File: src/rtl/moore_seq_pkg.sv
// Shared constants and elaboration-time helpers for the Moore sequence detector.
package moore_seq_pkg;

  localparam int NON_OVL = 0;
  localparam int OVL     = 1;

  localparam int                   DEF_PAT_W   = 3;
  localparam logic [DEF_PAT_W-1:0] DEF_PATTERN = 3'b101;

  function automatic int state_w(input int pat_w);
    return $clog2(pat_w + 1);
  endfunction

  // Longest pattern prefix that is a suffix of (first k pattern bits, then b).
  // Pattern bit i (i = 0 is the first bit expected) lives at pat[pat_w-1-i].
  function automatic int fail_next(input logic [15:0] pat, input int pat_w,
                                   input int k, input logic b);
    int   best;
    int   p;
    logic ok;
    logic sb;
    best = 0;
    for (int j = 1; j <= pat_w; j++) begin
      if (j <= k + 1) begin
        ok = 1'b1;
        for (int t = 0; t < j; t++) begin
          p  = k + 1 - j + t;
          sb = (p == k) ? b : pat[pat_w-1-p];
          if (sb != pat[pat_w-1-t]) ok = 1'b0;
        end
        if (ok) best = j;
      end
    end
    return best;
  endfunction

endpackage

File: src/rtl/moore_seq_sat_cnt.sv
// Saturating up-counter with synchronous clear; clear has priority over increment.
module moore_seq_sat_cnt
  import moore_seq_pkg::*;
#(
  parameter int CNT_W = 8
) (
  input  logic             clk,
  input  logic             rst_n,
  input  logic             inc,
  input  logic             clr,
  output logic [CNT_W-1:0] count
);

  logic [CNT_W-1:0] count_reg;

  always_ff @(posedge clk or negedge rst_n) begin
    if (!rst_n) begin
      count_reg <= '0;
    end else if (clr) begin
      count_reg <= '0;
    end else if (inc && (count_reg != '1)) begin
      count_reg <= count_reg + CNT_W'(1);
    end
  end

  assign count = count_reg;

endmodule

File: src/rtl/moore_seq_detect.sv
// Moore serial pattern detector with a full failure-function next-state table.
// Define MOORE_SEQ_CNT_EN to build the detection counter; otherwise det_count is 0.
module moore_seq_detect
  import moore_seq_pkg::*;
#(
  parameter int               PAT_W   = DEF_PAT_W,
  parameter logic [PAT_W-1:0] PATTERN = DEF_PATTERN,
  parameter int               OVERLAP = NON_OVL,
  parameter int               CNT_W   = 8
) (
  input  logic             clk,
  input  logic             rst_n,
  input  logic             en,
  input  logic             data_in,
  input  logic             cnt_clr,
  output logic             data_out,
  output logic [CNT_W-1:0] det_count
);

  localparam int SW      = state_w(PAT_W);
  localparam int NUM_ENC = 1 << SW;

  typedef logic [SW-1:0] state_t;

  localparam state_t S_LAST = state_t'(PAT_W);

  logic [NUM_ENC-1:0][SW-1:0] nxt0;
  logic [NUM_ENC-1:0][SW-1:0] nxt1;
  logic [NUM_ENC-1:0]         state_valid;

  state_t state_reg;
  state_t state_next;
  logic   data_out_reg;

  // Transition table resolved at elaboration; the full-match row depends on OVERLAP.
  genvar gi;
  generate
    for (gi = 0; gi < NUM_ENC; gi++) begin : g_tbl
      if (gi < PAT_W) begin : g_partial
        localparam int N0 = fail_next(16'(PATTERN), PAT_W, gi, 1'b0);
        localparam int N1 = fail_next(16'(PATTERN), PAT_W, gi, 1'b1);
        assign nxt0[gi]        = state_t'(N0);
        assign nxt1[gi]        = state_t'(N1);
        assign state_valid[gi] = 1'b1;
      end else if (gi == PAT_W) begin : g_full
        localparam int K  = (OVERLAP == OVL) ? PAT_W : 0;
        localparam int N0 = fail_next(16'(PATTERN), PAT_W, K, 1'b0);
        localparam int N1 = fail_next(16'(PATTERN), PAT_W, K, 1'b1);
        assign nxt0[gi]        = state_t'(N0);
        assign nxt1[gi]        = state_t'(N1);
        assign state_valid[gi] = 1'b1;
      end else begin : g_unused
        assign nxt0[gi]        = '0;
        assign nxt1[gi]        = '0;
        assign state_valid[gi] = 1'b0;
      end
    end
  endgenerate

  always_comb begin
    state_next = state_reg;
    if (!state_valid[state_reg]) begin
      state_next = '0;
    end else if (en) begin
      state_next = data_in ? nxt1[state_reg] : nxt0[state_reg];
    end
  end

  always_ff @(posedge clk or negedge rst_n) begin
    if (!rst_n) begin
      state_reg    <= '0;
      data_out_reg <= 1'b0;
    end else begin
      state_reg    <= state_next;
      data_out_reg <= (state_next == S_LAST);
    end
  end

  assign data_out = data_out_reg;

`ifdef MOORE_SEQ_CNT_EN
  logic det_inc;
  assign det_inc = en && (state_next == S_LAST);

  moore_seq_sat_cnt #(
    .CNT_W(CNT_W)
  ) u_cnt (
    .clk  (clk),
    .rst_n(rst_n),
    .inc  (det_inc),
    .clr  (cnt_clr),
    .count(det_count)
  );
`else
  logic unused_cnt_clr;
  assign unused_cnt_clr = cnt_clr;
  assign det_count      = '0;
`endif

endmodule

File: config.mk
export PLATFORM = sky130hd
export DESIGN_NAME = moore_seq_detect
export DESIGN_NICKNAME = d
export VERILOG_FILES = /design/src/rtl/moore_seq_pkg.sv /design/src/rtl/moore_seq_sat_cnt.sv /design/src/rtl/moore_seq_detect.sv
export SDC_FILE = /design/constraint.sdc
export NUM_CORES = 1
export LEC_CHECK = 0
export BUFFER_PORTS_ARGS = -buffer_cell sky130_fd_sc_hd__buf_2
export CAP_MARGIN = 20
export CORE_AREA = 2 2 39 41
export DETAILED_ROUTE_END_ITERATION = 10
export DIE_AREA = 0 0 41 43
export PLACE_DENSITY = 0.36
export SYNTH_ARGS = -nofsm -noshare
export SYNTH_HDL_FRONTEND = slang
export SYNTH_SLANG_ARGS = --single-unit
File: constraint.sdc
create_clock -name clk -period 0.95 [get_ports clk]
set_input_delay 0.19 -clock clk [delete_from_list [all_inputs] [get_ports clk]]
set_output_delay 0.19 -clock clk [all_outputs]
set_load 0.01 [all_outputs]
==> flow_summary.yaml <==
status:
  outcome: "finished clean"
synth:
  netlist_area_um2: 188.9
  avgSynthCellArea_um2: 8.997
  synthesis.instances: 21
  yosys-top-cells-area: "dfrtp_1, buf_4, a32o_1, nand2_1, and2_1"
  synth_top_area_share_pct: 39.74
  synth_cell_types: 11
  ys_seq_area_share_pct: 39.74
  synth_seq_cells: 3
  synth_warnings: 0
  synth.largest_area_cell: "dfrtp_1"
setup_path:
  path_buf_inv: 0
  timing.rr.start: "state_reg[0]"
  cp_slowest_cell: "dfrtp_1"
  crit_path_start_kind: "flop"
  cp_top_family: "flip-flops"
  max_stage_delay_ns: 0.39
  path_max_fanout: 4
  startpoint: "state_reg[0]"
  required_ns: 1.06
  cp_cell_sequence: "nor2b_1 -> a32o_1"
  path_class: "reg2reg"
  cp.arrival_ns: 1.00
  end_kind: "flop"
finish:
  num-fill-cells: 161
  fin_area_um2: 231.5
  drive_gt1_share_pct: 24.14
  antennaDiodeCount: 0
  largest_reg_flops: 2
  syn_to_final_growth_pct: 22.52
  fin_nets: 35
die:
  core_area_um2: 1384
  start_util_pct: 13.65
  rows: 14
  die_h_um: 43
  die_area_um2: 1763
  die_w_um: 41
  io_pins: 14
route:
  drt_pre_antenna_iters: 4
  met1_length_um: 117
  dr.first_iter.drc_count: 5
  ant_nets: 0
  wl_met2_um: 125
  routedWlPerCell_um: 6.000
  viasPerCell: 2.867
  vias: 129
  drt_wl_total_um: 270
  drc_errors: 0
  highest_layer: "met3"
  route.met3.wl_um: 26
power:
  p_int_mw: 0.3185
  seqPwrFrac_pct: 35.8
  powerDensity_nw_per_um2: 1795
  total_leakage_power_nw: 0.1259
  p_switching_mw: 0.09699
  p_comb_share_pct: 12.5
  vdd_drop_max_v: 0.0004195
  p_sw_share_pct: 23.34
  clkPwrFrac_pct: 51.6
clock_tree:
  clkSinkCount: 3
  cts_buffer_depth: 2
  ctsResizeCount: 0
  htree_levels: 1
  clkTransAtPathRegs_ns: 0.03
  insertion_delay_ns: 0.23
  cts_tree: "built"
  cts_buffers: 3
  root_buffer: "clkbuf_4"
sta:
  report.final.slew_viol_count: 0
  rsz0062_at_grt: "false"
  fmax_mhz: 1122
  finalCritPeriodShare_pct: 93.80
  hold_viol: 0
  setup-tns-final_ns: 0
  setup_viol: 0
  hold_ws_ns: 0.2007
  clock_skew_ns: 0.001172
  fin_crit_ns: 0.8911
grt:
  track_usage_pct: 4.108
  grt_pass1_vias: 123
  grt_overflow: 0
  grt_antenna_before_repair: 0
  grt_first_pass_wirelength_um: 420
  grt_max_degree: 5
placed_design:
  hpwlAfterDp_um: 228.4
  portBuffers: 4
  place_congestion: 0.5397
  dpl_cell_area_um2: 195.2
run:
  cap_viol_max_count: 0
worst_hold_path:
  hold_start: "data_in"
  hold_path_class: "in2reg"
## power by group through the flow
stage / sequential [mW] / combinational, mW / clock, mW
after CTS: 0.149 / 0.0523 / 0.228
after global routing: 0.151 / 0.0594 / 0.244
after floorplan: 0.150 / 0.0569 / 0
after detailed placement: 0.151 / 0.0492 / 0
after global placement: 0.151 / 0.0484 / 0
final: 0.149 / 0.0521 / 0.215
## layer usage
metal | up-vias | global-route usage, %
li1 | 66 | -
met1 | 60 | 2.875
met2 | 3 | 5.313
met3 | 0 | 4.712
met4 | 0 | 4.000
met5 | - | 0
## per-stage QoR
step | utilization [%] | worst slack [ns] | std cells | power (mW)
4_1_cts | 16.73 | 0.04956 | 45 | 0.4291
6_report | 16.73 | 0.05892 | 45 | 0.4155
3_3_place_gp | 14.10 | 0.05865 | 40 | 0.1992
2_1_floorplan | - | 0.09890 | 28 | 0.2066
3_5_place_dp | 14.10 | 0.06093 | 40 | 0.1997
5_1_grt | 16.73 | 0.02771 | 45 | 0.4537
## cell type report
cell class / count / area [µm²] / area share (%)
Multi-Input combinational cell: 16 / 76.32 / 32.97
Sequential cell: 3 / 75.07 / 32.43
Timing Repair Buffer: 5 / 30.03 / 12.97
Clock buffer: 4 / 26.28 / 11.35
Tap cell: 16 / 20.02 / 8.649
Inverter: 1 / 3.754 / 1.622
## logic make-up (layout without fill, tap and decap cells)
kind of cell	count (synthesis)	in the layout	synth area share, %
flops	3	3	39.73
buf+inv	9	10	33.77
compound gates	3	3	10.59
simple gates	5	5	13.92
other cells	1	8	1.985
## path summary, 6_finish.rpt
| path | depth (start not counted) | to | slack (ns) |
|---|---|---|---|
| max | 2 | state_reg[1] | 0.06 |
| min | 3 | state_reg[0] | 0.20 |
| max reg2reg | 2 | state_reg[1] | 0.06 |
| min reg2reg | 1 | data_out | 0.53 |
| max in group asynchronous | 2 | data_out | 0.55 |
| min in group asynchronous | 2 | state_reg[1] | 0.29 |
## cells in the mapped netlist, drive strengths merged
library cell and instances:
nor2b 1, nand2b 1, nand2 2, inv 1
dfrtp 3, conb 1, buf 8, a32o 1
o21ai 2, and2 1
## placed cells by master, fill, tap and decap left out
cell,instances
a32o_1,1
and2_1,1
buf_2,4
clkbuf_1,1
clkbuf_4,3
conb_1,8
dfrtp_1,3
dlygate4sd3_1,1
inv_1,1
nand2_1,2
nand2b_1,1
nor2b_1,1
o21ai_0,1
o21ai_1,1
## what timing repair did
action / in CTS / in global routing
buffers inserted: 0 / 0
endpoints found under the hold margin: 3 / 0
setup endpoints to repair: 0 / 0
hold buffers: 1 / 0
## worst min-delay path: cells and delay by family
kind	cells	cell delay (ns)
buffers and inverters	1	0.08
AND/OR/NAND/NOR	2	0.11
Note: power is estimated with default switching activity, not from simulation.
